File: config.mk
export PLATFORM = sky130hd
export DESIGN_NAME = srl_delay_line
export DESIGN_NICKNAME = d
export VERILOG_FILES = /design/src/rtl/srl_delay_line.sv
export SDC_FILE = /design/constraint.sdc
export NUM_CORES = 1
export LEC_CHECK = 0
export BUFFER_PORTS_ARGS = -buffer_cell sky130_fd_sc_hd__buf_2
export CAP_MARGIN = 20
export CORE_MARGIN = 2
export CORE_UTILIZATION = 45
export DETAILED_ROUTE_END_ITERATION = 8
export PLACE_DENSITY = 0.66
export SLEW_MARGIN = 20
export SYNTH_ARGS = -nofsm -noshare
export SYNTH_HDL_FRONTEND = slang
export SYNTH_SLANG_ARGS = --single-unit
export TNS_END_PERCENT = 1
File: constraint.sdc
create_clock -name iclk -period 22 [get_ports iclk]
set_input_delay 2.2 -clock iclk [delete_from_list [all_inputs] [get_ports iclk]]
set_output_delay 2.2 -clock iclk [all_outputs]
set_load 0.02 [all_outputs]
File: src/rtl/srl_delay_line.sv
// Runtime-adjustable delay line for DATA_W-bit samples.
// Ports:
//   iclk   - clock, rising edge
//   irst   - asynchronous active-high reset
//   ice    - clock enable for shifting and fill counting
//   id     - input sample, captured into stage 0 when ice=1
//   ilen   - delay select, delay = ilen+1 enabled cycles (clamped to MAX_DEPTH-1)
//   oq     - delayed sample
//   ovalid - oq carries a sample shifted in since reset
//   ofull  - fill count has saturated at MAX_DEPTH
module srl_delay_line #(
  parameter int unsigned DATA_W    = 8,
  parameter int unsigned MAX_DEPTH = 32,
  parameter int unsigned LEN_W     = 5,
  parameter int unsigned OUT_REG   = 0
) (
  input  logic              iclk,
  input  logic              irst,
  input  logic              ice,
  input  logic [DATA_W-1:0] id,
  input  logic [LEN_W-1:0]  ilen,
  output logic [DATA_W-1:0] oq,
  output logic              ovalid,
  output logic              ofull
);

  localparam int unsigned CNT_W   = LEN_W + 1;
  localparam int unsigned IDX_W   = (MAX_DEPTH > 1) ? $clog2(MAX_DEPTH) : 1;
  localparam int unsigned MAX_LEN = MAX_DEPTH - 1;

  logic [DATA_W-1:0] sr_q [MAX_DEPTH];
  logic [DATA_W-1:0] sr_d [MAX_DEPTH];
  logic [LEN_W-1:0]  len_q, len_d;
  logic [CNT_W-1:0]  fill_q, fill_d;
  logic              ofull_q;
  logic [DATA_W-1:0] sel_q;
  logic              sel_v;

  // Clamp the requested length so the stage select never leaves the array
  always_comb begin
    len_d = ilen;
    if (32'(ilen) > MAX_LEN) begin
      len_d = LEN_W'(MAX_LEN);
    end
  end

  // Shift chain next state; stages hold when ice is low
  always_comb begin
    sr_d = sr_q;
    if (ice) begin
      sr_d[0] = id;
      for (int i = 1; i < int'(MAX_DEPTH); i++) begin
        sr_d[i] = sr_q[i-1];
      end
    end
  end

  // Fill counter saturates at MAX_DEPTH so it never wraps
  always_comb begin
    fill_d = fill_q;
    if (ice && (fill_q != CNT_W'(MAX_DEPTH))) begin
      fill_d = fill_q + CNT_W'(1);
    end
  end

  always_ff @(posedge iclk or posedge irst) begin
    if (irst) begin
      for (int i = 0; i < int'(MAX_DEPTH); i++) begin
        sr_q[i] <= '0;
      end
      len_q   <= '0;
      fill_q  <= '0;
      ofull_q <= 1'b0;
    end else begin
      sr_q    <= sr_d;
      len_q   <= len_d;
      fill_q  <= fill_d;
      ofull_q <= (fill_d == CNT_W'(MAX_DEPTH));
    end
  end

  // Selection depends on registers only, so there is no id/ilen to oq path
  assign sel_q = sr_q[IDX_W'(len_q)];
  assign sel_v = (fill_q > CNT_W'(len_q));
  assign ofull = ofull_q;

  generate
    if (OUT_REG != 0) begin : g_oreg
      logic [DATA_W-1:0] oq_q;
      logic              ovalid_q;

      // Output register runs every clock, not gated by ice
      always_ff @(posedge iclk or posedge irst) begin
        if (irst) begin
          oq_q     <= '0;
          ovalid_q <= 1'b0;
        end else begin
          oq_q     <= sel_q;
          ovalid_q <= sel_v;
        end
      end

      assign oq     = oq_q;
      assign ovalid = ovalid_q;
    end else begin : g_comb
      assign oq     = sel_q;
      assign ovalid = sel_v;
    end
  endgenerate

endmodule

==> PnR_summary.wiki <==
{| class="wikitable"
! Metric !! Value
|-
| Total setup violations reported at the end of the flow || 0
|-
| GRT overflow || 0
|-
| Destination of the critical timing path || ovalid
|-
| Starting Density || 0.4605
|-
| Number of buffers inserted by post-CTS setup repair || 0
|-
| Post-synthesis share of cell area spent on xor and xnor gates || 0.002911
|-
| Std cell rows || 59
|-
| CTS tree || done
|-
| Post-synthesis cell type with the largest combined area || dfrtp_1
|-
| Number of vias per cell after detailed routing || 5.677
|-
| Final core utilization || 0.5138
|-
| Synth Instances || 729
|-
| Leakage power || 5.887 nW
|-
| Final-layout setup total negative slack || 0 ps
|-
| Cell area after technology mapping || 0.01204 sq mm
|-
| Number of levels the H-tree was split into || 1
|-
| Critical Path Source || len_q[1]
|-
| IO buf count || 25
|-
| Post-route clock period utilization || 0.2506
|-
| I/O pin total || 26
|-
| Via count of the first global-routing pass || 6,786
|-
| Post-synth top flop || dfrtp_1
|-
| Pwr per Cell Area || 128.4 mW/mm^2
|-
| Post-detail-place hpwl || 12.99 mm
|-
| Total nets after synthesis || 752
|-
| Count of cells resized by post-cts repair || 0
|-
| Startpoint Class || register
|-
| Clock Root Buffer || clkbuf_16
|-
| Violated checks || design-rule violations
|-
| Crit path time final || 5513 ps
|-
| Routed length on met1 || 9.923 mm
|-
| Overall die width || 167.5 microns
|-
| Leading post-synthesis cells by cell area || dfrtp_1 56%, mux2_2 24%, mux4_2 9.0%, mux4_1 3.5%, o22ai_1 1.7%
|-
| Crit path DAT || 3310 ps
|-
| Headroom to the max-slew limit || 0.3587
|-
| Kind of critical path || register to output pin
|-
| Most common cell in the synthesized netlist || dfrtp_1
|-
| Antenna violation net count after detailed routing || 0
|-
| Commonest cells in the netlist || 268 x dfrtp_1, 258 x mux2_2, 48 x mux4_2
|-
| Initial antenna violation count || 0
|-
| Filler cells || 2,143
|-
| Simple logic cell fraction of the synthesized area || 0.01840
|-
| Topmost layer with routed signal wires || met4
|-
| Footprint of the flip-flops and latches || 0.006711 sq mm
|-
| Total number of clock tree sinks || 268
|-
| Vias after detailed routing || 6,256
|-
| Number of distinct library cell variants in the gate-level netlist after synthesis || 37
|-
| Overall die area || 0.02807 sq mm
|-
| Amount of wire on met2 after detailed routing || 11.02 mm
|-
| Multi-input gate area in the final layout || 0.005009 sq mm
|-
| Routed length per placed instance || 19.83 microns
|-
| Drt drc || 2
|-
| Dominant combinational cell family by area after synthesis || multiplexers
|-
| Worst min-delay path category || register to register
|-
| Share of cells above drive strength 1 || 0.5163
|-
| Max Freq || 181.4 MHz
|-
| Clock Latency Late Sink || 550 ps
|-
| Worst-case clock skew || 15.22 ps
|-
| Share of synthesized area occupied by flip-flops and latches || 0.5572
|-
| Capturing point of the worst reg2reg path || ofull
|-
| Async set or reset register ratio after synthesis || 1.000
|-
| Final instance area || 0.01343 sq mm
|-
| Proportion of netlist area held by the largest area contributor || 0.5572
|-
| Global placer's final weighted congestion || 0.7262
|-
| Synthesis-stage register bit count || 268
|-
| Total number of nets in the final design || 767
|-
| Area overhead of the layout relative to synthesis || 11.57%
|-
| DRT Pass-1 Iters || 6
|-
| Overall routing resource usage || 0.1605
|-
| Hold Fails Final Rpt || 0
|-
| Number of antenna cells inserted || 0
|-
| R2R setup slack || 20,240 ps
|-
| Highest net fanout along the worst path || 43
|-
| Number of max-slew violations in the final report || 0
|-
| Number of CTS-inserted buffers || 29
|-
| Hold-fix buffers at CTS || 0
|-
| Run status || finished, violations left
|-
| Logic depth of the worst register-to-register path || 6
|-
| Data required time of the worst path || 19,800 ps
|-
| Setup crit end kind || output pin
|-
| Synthesized area per cell || 16.51 sq um
|-
| Clock Tree Buf Depth || 3
|-
| Least-Margin Pin Slew || 962.0 ps
|-
| Die extent in y || 167.5 microns
|-
| Number of max-cap violations || 0
|-
| Number of synthesized flops with an enable pin || 0
|-
| FF-to-FF Start || fill_q[0]
|-
| Setup repair after global routing missed its margin || no
|-
| Count of warnings emitted by yosys || 0
|-
| Met3 Wirelength || 585 microns
|-
| Post-Route WL || 21.86 mm
|-
| Worst IR Drop VDD || 0.00006950 V
|-
| Core area || 0.02613 sq mm
|-
| Violation count after the first detailed-route iteration || 325
|-
| Clock input transition at the sequential cells of the worst setup and hold paths || 60 ps
|-
| Fraction of the mapped netlist area in compound gates || 0.02142
|-
| Share of cell area taken by muxes after synthesis || 0.3662
|-
| Wire length of the first global-routing pass || 36.67 mm
|-
| Largest net degree at the start of global routing || 141
|-
| Adder-cell share of the synthesized area || 0.007277
|-
| Area after DPL || 0.01235 sq mm
|}
## registers in the layout, indices dropped and copies added, names as in the netlist
| name | cells |
|---|---|
| len_q | 5 |
| ofull | 1 |
| fill_q | 6 |
| sr_q | 256 |
## cells in the final DEF, fill, tap and decap left out, types with 7 or more instances in the layout
cell / n
dfrtp_1: 266
mux2_2: 258
mux4_2: 48
o22ai_1: 33
clkbuf_16: 29
buf_2: 24
mux4_1: 16
clkbuf_8: 10
nand3_1: 7
ha_1: 7
## power by group
group / internal [mW] / switching, mW / leakage, nW / total (mW)
logic: 0.246 / 0.122 / 2.04 / 0.368
clock network: 0.335 / 0.194 / 0.529 / 0.529
registers: 0.684 / 0.143 / 3.32 / 0.827
total: 1.27 / 0.459 / 5.89 / 1.72
## worst max-delay path, cell delays in order, from the launching register on
cell,delay (ps)
dfrtp_4,700
buf_4,740
inv_1,100
ha_1,340
nor2b_1,130
o21ai_0,140
nand2b_1,70
a211oi_1,250
o21bai_1,100
buf_2,160
## routing by layer
layer | global-route usage | vias to the layer above
met1 | 0.2199 | 3342
li1 | - | 2821
met3 | 0.02316 | 27
met5 | 0 | -
met4 | 0.03592 | 0
met2 | 0.2742 | 66
## worst min-delay path by stage
stage	from	endpoint	slack [ps]	cells after the start
finish	sr_q[6]	sr_q[6]	500	1
global route	sr_q[0]	sr_q[0]	530	1
CTS	sr_q[6]	sr_q[6]	510	1
detailed placement	sr_q[5]	sr_q[5]	500	1
global placement	sr_q[4]	sr_q[4]	480	1
floorplan	sr_q[0]	sr_q[0]	470	1
## kinds of logic (layout without fill, tap and decap cells)
family,Yosys count,count (layout)
buffers and inverters,54,92
multiplexers,322,322
flip-flops,268,268
adder cells (fa/ha/maj),7,7
AO/OA/AOI/OAI,41,41
XOR/XNOR,4,4
AND/OR/NAND/NOR,33,33
## per-stage QoR
| step | hold WS [ps] | power, mW | worst slack [ps] | std cells |
|---|---|---|---|---|
| 2_1_floorplan | 472.4 | 1.102 | 12420 | 729 |
| 3_3_place_gp | 482.0 | 1.171 | 17010 | 1048 |
| 3_5_place_dp | 498.2 | 1.207 | 17010 | 1048 |
| 4_1_cts | 513.8 | 1.746 | 16410 | 1102 |
| 5_1_grt | 527.0 | 1.823 | 16160 | 1102 |
| 6_report | 504.4 | 1.724 | 16490 | 1102 |
## final cells by class
cell class	instances	share of cell area
timing repair buffer	31	0.01370
clock inverter	9	0.01379
inverter	7	0.002516
clock buffer	45	0.06597
tap	335	0.03122
sequential	268	0.4998
multi-input combinational	407	0.3730
Note: power is estimated with default switching activity, not from simulation.
